File: src/rtl/ball_ctrl_pkg.sv
// Shared types and default sizing for the ball-and-plate axis controller.
package ball_ctrl_pkg;

  localparam int unsigned PosWDefault      = 13;
  localparam int unsigned AngleWDefault    = 11;
  localparam int unsigned GainWDefault     = 16;
  localparam int unsigned FracBitsDefault  = 10;
  localparam int          AngleOffsetDefault = 85;
  localparam int          AngleMinDefault  = -1024;
  localparam int          AngleMaxDefault  = 1023;

  typedef enum logic [2:0] {
    StIdle,
    StMulPos,
    StMulVel,
    StMulRef,
    StFinish
  } ctrl_state_e;

  // Each product is at most 2^(G-1) * 2^P in magnitude (delta carries one extra bit), so the
  // three-term sum plus rounding bias stays below 2^(G+P+1); two spare bits keep it clear.
  function automatic int unsigned acc_width(input int unsigned gain_w, input int unsigned pos_w);
    return gain_w + pos_w + 3;
  endfunction

endpackage

File: src/rtl/ctrl_round_sat.sv
// Combinational fixed-point round (half-up), offset add and clamp with saturation flag.
module ctrl_round_sat
  import ball_ctrl_pkg::*;
#(
  parameter int unsigned InW      = 32,
  parameter int unsigned OutW     = 11,
  parameter int unsigned FracBits = 10,
  parameter int          Offset   = 85,
  parameter int          MinVal   = -1024,
  parameter int          MaxVal   = 1023
) (
  input  logic signed [InW-1:0]  acc_i,
  output logic signed [OutW-1:0] val_o,
  output logic                   sat_o
);

  // Wide enough for the input plus headroom and for any 32-bit limit/offset constant.
  localparam int unsigned ExtW = ((InW > 32) ? InW : 32) + 2;

  localparam logic signed [ExtW-1:0] HalfC = ExtW'(1) <<< (FracBits - 1);
  localparam logic signed [ExtW-1:0] OffC  = ExtW'(Offset);
  localparam logic signed [ExtW-1:0] MinC  = ExtW'(MinVal);
  localparam logic signed [ExtW-1:0] MaxC  = ExtW'(MaxVal);

  logic signed [ExtW-1:0] ext;
  logic signed [ExtW-1:0] shifted;
  logic signed [ExtW-1:0] biased;

  // Round, offset and clamp at full width so nothing wraps before the range check.
  always_comb begin
    ext     = {{(ExtW-InW){acc_i[InW-1]}}, acc_i};
    shifted = (ext + HalfC) >>> FracBits;
    biased  = shifted + OffC;
    val_o   = biased[OutW-1:0];
    sat_o   = 1'b0;
    if (biased > MaxC) begin
      val_o = MaxC[OutW-1:0];
      sat_o = 1'b1;
    end else if (biased < MinC) begin
      val_o = MinC[OutW-1:0];
      sat_o = 1'b1;
    end
  end

endmodule

File: src/rtl/ball_axis_lqr_controller.sv
// Single-axis state-feedback position controller: one shared multiplier sequenced by an FSM
// computes k_pos*pos + k_vel*delta + k_ref*desired, then rounds, offsets and clamps.
module ball_axis_lqr_controller
  import ball_ctrl_pkg::*;
#(
  parameter int unsigned POS_W        = PosWDefault,
  parameter int unsigned ANGLE_W      = AngleWDefault,
  parameter int unsigned GAIN_W       = GainWDefault,
  parameter int unsigned FRAC_BITS    = FracBitsDefault,
  parameter int          ANGLE_OFFSET = AngleOffsetDefault,
  parameter int          ANGLE_MIN    = AngleMinDefault,
  parameter int          ANGLE_MAX    = AngleMaxDefault
) (
  input  logic                      clock,
  input  logic                      reset,
  input  logic                      sample_strobe,
  input  logic signed [POS_W-1:0]   desired_pos,
  input  logic signed [POS_W-1:0]   actual_pos,
  input  logic signed [GAIN_W-1:0]  k_pos,
  input  logic signed [GAIN_W-1:0]  k_vel,
  input  logic signed [GAIN_W-1:0]  k_ref,
  output logic signed [ANGLE_W-1:0] angle,
  output logic                      angle_valid,
  output logic                      saturated,
  output logic                      busy,
  output logic                      overrun
);

  localparam int unsigned OpW   = POS_W + 1;
  localparam int unsigned ProdW = GAIN_W + OpW;
  localparam int unsigned AccW  = acc_width(GAIN_W, POS_W);

  localparam logic signed [ANGLE_W-1:0] ResetAngle = ANGLE_W'(ANGLE_OFFSET);

  ctrl_state_e state_q;

  logic signed [POS_W-1:0]  pos_q;
  logic signed [POS_W-1:0]  desired_q;
  logic signed [POS_W-1:0]  prev_pos_q;
  logic signed [OpW-1:0]    delta_q;
  logic signed [GAIN_W-1:0] k_pos_q;
  logic signed [GAIN_W-1:0] k_vel_q;
  logic signed [GAIN_W-1:0] k_ref_q;
  logic                     first_sample_q;
  logic signed [AccW-1:0]   acc_q;

  logic signed [OpW-1:0]    delta_d;
  logic signed [GAIN_W-1:0] mul_gain;
  logic signed [OpW-1:0]    mul_op;
  logic signed [ProdW-1:0]  product;
  logic signed [AccW-1:0]   product_ext;
  logic signed [ANGLE_W-1:0] rs_angle;
  logic                     rs_sat;

  // Per-sample position change; the very first sample after reset has no history.
  always_comb begin
    delta_d = '0;
    if (!first_sample_q) begin
      delta_d = {actual_pos[POS_W-1], actual_pos} - {prev_pos_q[POS_W-1], prev_pos_q};
    end
  end

  // Operand select for the single shared multiplier, sign-extended to full product width.
  always_comb begin
    mul_gain = '0;
    mul_op   = '0;
    case (state_q)
      StMulPos: begin
        mul_gain = k_pos_q;
        mul_op   = {pos_q[POS_W-1], pos_q};
      end
      StMulVel: begin
        mul_gain = k_vel_q;
        mul_op   = delta_q;
      end
      StMulRef: begin
        mul_gain = k_ref_q;
        mul_op   = {desired_q[POS_W-1], desired_q};
      end
      default: ;
    endcase
    product     = $signed({{OpW{mul_gain[GAIN_W-1]}}, mul_gain}) *
                  $signed({{GAIN_W{mul_op[OpW-1]}}, mul_op});
    product_ext = {{(AccW-ProdW){product[ProdW-1]}}, product};
  end

  ctrl_round_sat #(
    .InW      (AccW),
    .OutW     (ANGLE_W),
    .FracBits (FRAC_BITS),
    .Offset   (ANGLE_OFFSET),
    .MinVal   (ANGLE_MIN),
    .MaxVal   (ANGLE_MAX)
  ) u_round_sat (
    .acc_i (acc_q),
    .val_o (rs_angle),
    .sat_o (rs_sat)
  );

  // Sequencer: latch on strobe, accumulate three products, then publish the clamped angle.
  always_ff @(posedge clock) begin
    if (reset) begin
      state_q        <= StIdle;
      pos_q          <= '0;
      desired_q      <= '0;
      prev_pos_q     <= '0;
      delta_q        <= '0;
      k_pos_q        <= '0;
      k_vel_q        <= '0;
      k_ref_q        <= '0;
      first_sample_q <= 1'b1;
      acc_q          <= '0;
      angle          <= ResetAngle;
      angle_valid    <= 1'b0;
      saturated      <= 1'b0;
      busy           <= 1'b0;
      overrun        <= 1'b0;
    end else begin
      angle_valid <= 1'b0;
      // A strobe in any non-idle state is dropped; only the sticky flag records it.
      if (sample_strobe && (state_q != StIdle)) begin
        overrun <= 1'b1;
      end
      case (state_q)
        StIdle: begin
          if (sample_strobe) begin
            pos_q          <= actual_pos;
            desired_q      <= desired_pos;
            k_pos_q        <= k_pos;
            k_vel_q        <= k_vel;
            k_ref_q        <= k_ref;
            delta_q        <= delta_d;
            prev_pos_q     <= actual_pos;
            first_sample_q <= 1'b0;
            busy           <= 1'b1;
            state_q        <= StMulPos;
          end
        end
        StMulPos: begin
          acc_q   <= product_ext;
          state_q <= StMulVel;
        end
        StMulVel: begin
          acc_q   <= acc_q + product_ext;
          state_q <= StMulRef;
        end
        StMulRef: begin
          acc_q   <= acc_q + product_ext;
          state_q <= StFinish;
        end
        StFinish: begin
          angle       <= rs_angle;
          saturated   <= rs_sat;
          angle_valid <= 1'b1;
          busy        <= 1'b0;
          state_q     <= StIdle;
        end
        default: begin
          busy    <= 1'b0;
          state_q <= StIdle;
        end
      endcase
    end
  end

endmodule
File: config.mk
export PLATFORM = sky130hd
export DESIGN_NAME = ball_axis_lqr_controller
export DESIGN_NICKNAME = d
export VERILOG_FILES = /design/src/rtl/ball_ctrl_pkg.sv /design/src/rtl/ctrl_round_sat.sv /design/src/rtl/ball_axis_lqr_controller.sv
export SDC_FILE = /design/constraint.sdc
export NUM_CORES = 1
export LEC_CHECK = 0
export ABC_AREA = 1
export CORE_ASPECT_RATIO = 1.25
export CORE_UTILIZATION = 35
export DETAILED_ROUTE_END_ITERATION = 16
export GPL_TIMING_DRIVEN = 0
export MAX_ROUTING_LAYER = met4
export SLEW_MARGIN = 20
export SYNTH_ARGS = -nofsm -noshare
export SYNTH_HDL_FRONTEND = slang
export SYNTH_SLANG_ARGS = --single-unit
File: constraint.sdc
create_clock -name clock -period 7.87 [get_ports clock]
set_input_delay 1.574 -clock clock [delete_from_list [all_inputs] [get_ports clock]]
set_output_delay 1.574 -clock clock [all_outputs]
set_load 0.01 [all_outputs]
[Yosys cells after proc, flatten, opt, wreduce, memory -nomap -nowiden]
Index checks and enable logic that the tools add are counted.
Operators by class
  add/subtract/negate cells: 4
  multipliers: 1
  magnitude comparators: 2
  eq/ne operators: 5
  mux-type cells: 13
  bitwise operators: 1
  reduce and logical (&&, ||, !) cells: 8
Operators with widths (count)
  case mux 32 bit (2 select lines): 1
  case mux 16 bit (3 select lines): 1
  case mux 14 bit (3 select lines): 1
  > comparator 34 x 11 -> 1 bit (second input constant): 1
  < comparator 34 x 11 -> 1 bit (second input constant): 1
  adder 32 x 11 -> 33 bit (second input constant): 1
  adder 32 x 30 -> 32 bit: 1
  multiplier 16 x 14 -> 30 bit: 1
  adder 23 x 8 -> 24 bit (second input constant): 1
  2-to-1 mux 11 bit: 2
  2-to-1 mux 14 bit: 1
  subtractor 13 x 13 -> 14 bit: 1
  case mux 3 bit (4 select lines): 1
  == test 3 x 2 -> 1 bit (second input constant): 2
  2-to-1 mux 1 bit: 4
  AND reduction 2 bit: 2
  == test 3 x 1 -> 1 bit (second input constant): 1
  == test 3 bit (second input constant): 1
  zero test 3 bit: 1
  2-to-1 mux 3 bit: 1
  nonzero test 3 bit: 1
  OR reduction 3 bit: 1
  != test 2 bit (second input constant): 1
  case mux 1 bit (2 select lines): 1
  other kinds (4): 4
Storage, ports and cells
  bits in registers: 139
  bits of input ports: 77
  output and inout bits: 15
  logic and storage cells: 48

[Logic depth before layout (Yosys ltp)]
  depth in word-level cells: 5
  depth in mapped cells: 47
  gate-level depth less buffers: 47

[By module]
From an unflattened synthesis, not the netlist that was laid out.
Unflattened totals
  cell total of the unflattened synthesis: 2851
  area, all modules: 19419.9 um^2
By module, submodules not included
  ball_axis_lqr_controller: times used 1, cells an instance 2499, area each 17795.8 um^2, seq. area each 2782.7 um^2
  ctrl_round_sat: times used 1, cells an instance 352, area each 1624.1 um^2, seq. area each 0.0 um^2

[Worst setup path before layout]
Ideal clock, no wire load.
  path type: register to register
  start point: register state_q[1]
  end point: register acc_q[31]
  setup time: 70 ps
  arrival time: 8370 ps
  required time: 7800 ps
  slack: -570 ps
  cell stages (with the launch flop): 40
  buffers on the path: 1
  clock period less this slack: 8440 ps
  path through: dfxtp_1 -> inv_1 -> nor2_1 -> clkinv_1 -> nor2_2 -> inv_1 -> o221ai_1 -> clkbuf_1 -> nand2_1 -> inv_1 -> fa_1 -> fa_1 -> inv_1 -> fa_1 -> inv_1 -> fa_1 -> fa_1 -> inv_1 -> [... 4 more ...] -> nor3_1 -> nand4_1 -> nand3_1 -> inv_1 -> o21ai_0 -> a31oi_1 -> xor2_1 -> ha_1 -> a21oi_1 -> o21ai_0 -> a21oi_1 -> nand2_1 -> a21oi_1 -> nand2_1 -> nand2_1 -> nand3_1 -> xor2_1 -> a21oi_1
Between the ends
  cells in the longest elaborated chain, start to end: 5
  elaborated cells on any way between the ends: 10
  classes of those cells: add/sub: 1; mul: 1; eq/ne: 3; mux: 3; reduce/logical: 2
RTL lines
  start, declared: line ball_axis_lqr_controller.sv:35  | ctrl_state_e state_q;
  start signal, assigned: line ball_axis_lqr_controller.sv:103  | state_q <= StIdle;
  start signal, assigned: line ball_axis_lqr_controller.sv:136  | state_q <= StMulPos;
  start signal, assigned: line ball_axis_lqr_controller.sv:141  | state_q <= StMulVel;
  == test 3 x 2 -> 1 bit / == test 3 x 1 -> 1 bit (equally long branches): line ball_axis_lqr_controller.sv:67, ball_axis_lqr_controller.sv:124
  case mux 16 bit (3 select lines) / case mux 14 bit (3 select lines) (equally long branches): line ball_axis_lqr_controller.sv:67  | case (state_q)
  multiplier 16 x 14 -> 30 bit: line ball_axis_lqr_controller.sv:82  | product = $signed({{OpW{mul_gain[GAIN_W-1]}}, mul_gain}) *
  adder 32 x 30 -> 32 bit: line ball_axis_lqr_controller.sv:144, ball_axis_lqr_controller.sv:148
  case mux 32 bit (2 select lines): line ball_axis_lqr_controller.sv:124  | case (state_q)
  end signal, assigned: line ball_axis_lqr_controller.sv:140  | acc_q <= product_ext;
  end signal, assigned: line ball_axis_lqr_controller.sv:144  | acc_q <= acc_q + product_ext;
  end signal, assigned: line ball_axis_lqr_controller.sv:148  | acc_q <= acc_q + product_ext;
  end, declared: line ball_axis_lqr_controller.sv:45  | logic signed [AccW-1:0] acc_q;
Parallel ways exist; a longest one is shown, timed or not.
A chain may end at the register's enable or synchronous reset.

[Worst setup path in the final report]
  start point: register state_q[1]
  end point: register acc_q[30]
The elaborated chain is that of the path after synthesis.

==> flow_summary_export.csv <==
group,metric,value,unit
status,outcome,"finished, violations left",
status,violations,"setup timing",
setup_path,crit_start,"state_q[1]$_SDFFE_PP0N_",
grt,grt_first_pass_wirelength,93500,um
logic_synthesis,synth_edf_count,0,
logic_synthesis,synth_seq_cells,139,
cts,h-tree-depth,4,
setup_path,crit_fanout,5,
layout,post-route-util,47.5,%
die,die_area,51800,sq um
die,rows,92,
logic_synthesis,ys_seq_area_share,15.6,%
logic_synthesis,syn-num-nets,2915,
cts,hold_buffers,0,
detailed_routing,routed-via-count,17300,
setup_path,start_kind,"flip-flop",
sta,drv_slew,0,
logic_synthesis,async_reset_ff_share,0,%
power_and_ir_drop,p_per_area,128,nW/um^2
setup_path,cpPeakStageDelay,0.54,ns
grt,grt_usage,24.4,%
die,die-height,254,um
cts,insertion_delay,0.49,ns
logic_synthesis,netlist_area,17800,sq um
cts,ctsRootBufferMaster,"clkbuf_16",
sta,max-slew-margin-rel,22.0,%
cts,cts_tree,"built",
placed_design,numPortBuffers,90,
cts,cts_buffer_depth,2,
sta,fin_skew,0.0162,ns
layout,nNetsFinal,3193,
sta,setup_slack,-0.394,ns
logic_synthesis,synth_cell_type_count,52,
cts,cts.sinks,139,
cts,cts_inserted_buffers,17,
die,ios,92,
sta,period_needed,8.26,ns
detailed_routing,vias_per_cell,5.01,
layout,areaGrowthSynthToFinish,34.2,%
placed_design,routabilityCongestion,0.923,
die,start_util,35.4,%
die,core,50300,sq um
detailed_routing,detail_route.first_pass.iterations,7,
setup_path,arrival,8.65,ns
setup_path,path_class,"flip-flop to flip-flop",
logic_synthesis,synth_top_area_share,24.9,%
power_and_ir_drop,vdd_drop_max,0.000162,V
setup_path,slowest_stage,"fa_1",
grt,grt_overflow_total,0,
detailed_routing,drc,0,
logic_synthesis,synth_most_common_cell,"inv_1",
sta,finalSetupViolations,8,
cts,clkTransAtPathRegs,0.07,ns
sta,final_hold_viol_count,0,
logic_synthesis,synth.top_cells.by_count,"inv_1, nand2_1, fa_1, a21oi_1, o21ai_0",
setup_path,endpoint_kind,"flip-flop",
die,die_x,204,um
setup_path,crit_required,8.25,ns
sta,fmax,0.121,GHz
worst_hold_path,hp-start,"k_ref_q[0]$_SDFFE_PP0P_",
setup_path,rr_startpoint,"state_q[1]$_SDFFE_PP0N_",
power_and_ir_drop,power.leakage,11.9,nW
grt,antenna_found_initial,1,
worst_hold_path,hold_path_class,"flip-flop to flip-flop",
detailed_routing,wl,59900,um
layout,nFillCells,4814,
logic_synthesis,avgSynthCellArea,7.13,sq um
logic_synthesis,yosys.area.top_type,"fa_1",
logic_synthesis,syn_inst,2496,
sta,period_share,105,%
logic_synthesis,ys_top_cells_by_area,"fa_1, dfxtp_1, inv_1, nand2_1, ha_1",
detailed_routing,first_iter_violations,871,
layout,drive_above_1_share,20.5,%
logic_synthesis,ys_warn_count,0,
run,cap_violations,0,
sta,tightest_slew,1.17,ns
grt,grt_max_degree,17,
grt,grt_pass1_vias,17900,
detailed_routing,drt-wirelength-per-cell,17.4,um
detailed_routing,detail-route-antenna-nets,0,
placed_design,dp_slack,-2.98,ns
sta,rsz0062_at_grt,"yes",
logic_synthesis,ys.flop_type,"dfxtp_1",
placed_design,hpwl,47100,um
[cell usage in the layout (no fill, tap or decap), drive strengths merged, types with 17 or more instances in the layout]
cell and n:
inv 588, nand2 533, fa 221, a21oi 197, buf 185, nor2 176, o21ai 173, dfxtp 139
ha 121, clkdlybuf4s50 90, clkbuf 79, nand3 66, xor2 34, o221ai 32, nand4 21, xnor2 20
nor3 17
[stage by stage]
stage	TNS, ns	total power [mW]	instances	hold WS [ns]	cell area (sq um)
floorplan	-0.0127	1.52	2496	0.420	17900
global placement	-43.66	1.83	3244	0.436	19600
detailed placement	-44.78	1.84	3244	0.438	19600
CTS	-2.19	2.93	3403	0.453	22900
global route	-5.85	3.22	3444	0.480	23900
finish	-2.17	3.05	3445	0.459	23900
[cell families (layout without fill, tap and decap cells)]
family	after synthesis	in the layout	share of synthesized area [%]
adder cells (fa/ha/maj)	342	342	33.4
other	0	1	0
AO/OA/AOI/OAI	457	457	14.4
AND/OR/NAND/NOR	838	838	19.8
flip-flops	139	139	15.6
buffers and inverters	666	956	14.1
XOR/XNOR	54	54	2.70
[registers in the layout, indices dropped and copies added, names as in the netlist]
name and count:
saturated 1, desired_q 13, angle 11, k_ref_q 16
delta_q 14, angle_valid 1, acc_q 32, k_pos_q 16
first_sample_q 1, overrun 1, prev_pos_q 13, busy 1
state_q 3, k_vel_q 16
[path summary, 6_finish.rpt]
kind | endpoint | slack [ns] | cells after the start
hold / removal | k_ref_q[0]$_SDFFE_PP0P_ | 0.46 | 2
setup reg to reg | acc_q[30]$_SDFFE_PP0N_ | -0.39 | 42
setup / recovery | acc_q[30]$_SDFFE_PP0N_ | -0.39 | 42
hold reg to reg | k_ref_q[0]$_SDFFE_PP0P_ | 0.46 | 2
[routing by layer]
layer / GRT usage (%) / wire, um / part of all wire [%] / vias up
met4: 14.2 / 3700 / 6.2 / 0
met1: 24.9 / 22200 / 37 / 8290
met2: 44.6 / 31400 / 52 / 513
met5: - / 0 / 0 / -
met3: 2.95 / 2700 / 4.5 / 201
li1: - / - / - / 8270
[worst max-delay path, delay by kind of cell, from the launching register on]
kind                     cells  cell delay, ns
adder cells (fa/ha/maj)      8            3.61
AND/OR/NAND/NOR             14            1.71
buffers and inverters       14            1.30
AO/OA/AOI/OAI                5            0.97
flip-flops                   1            0.35
XOR/XNOR                     1            0.19
[report_power, final]
part           total (mW)  switching, mW  leakage, nW  internal [mW]
sequential          0.849         0.0679         1.15          0.781
clock               0.836          0.390        0.284          0.446
combinational        1.36          0.811         10.5          0.553
[repair_timing]
item / 4_1_cts / 5_1_grt
resized for setup: 339 / 160
gates cloned: 6 / 0
endpoints found under the setup margin: 24 / 18
pin swaps: 133 / 87
buffers inserted: 122 / 44
[layout make-up]
type	count	area, sq um	share of cell area, %
Tap cell	658	823	3.45
Buffer	79	668	2.80
Timing Repair Buffer	258	2370	9.91
Multi-Input combinational cell	1691	14400	60.2
Inverter	587	2240	9.40
Sequential cell	139	2790	11.7
Clock inverter	14	154	0.644
Clock buffer	17	425	1.78
Antenna cell	1	2.50	0.0105
Timing Repair inverter	1	16.3	0.0681
(Power assumes the default switching activity.)
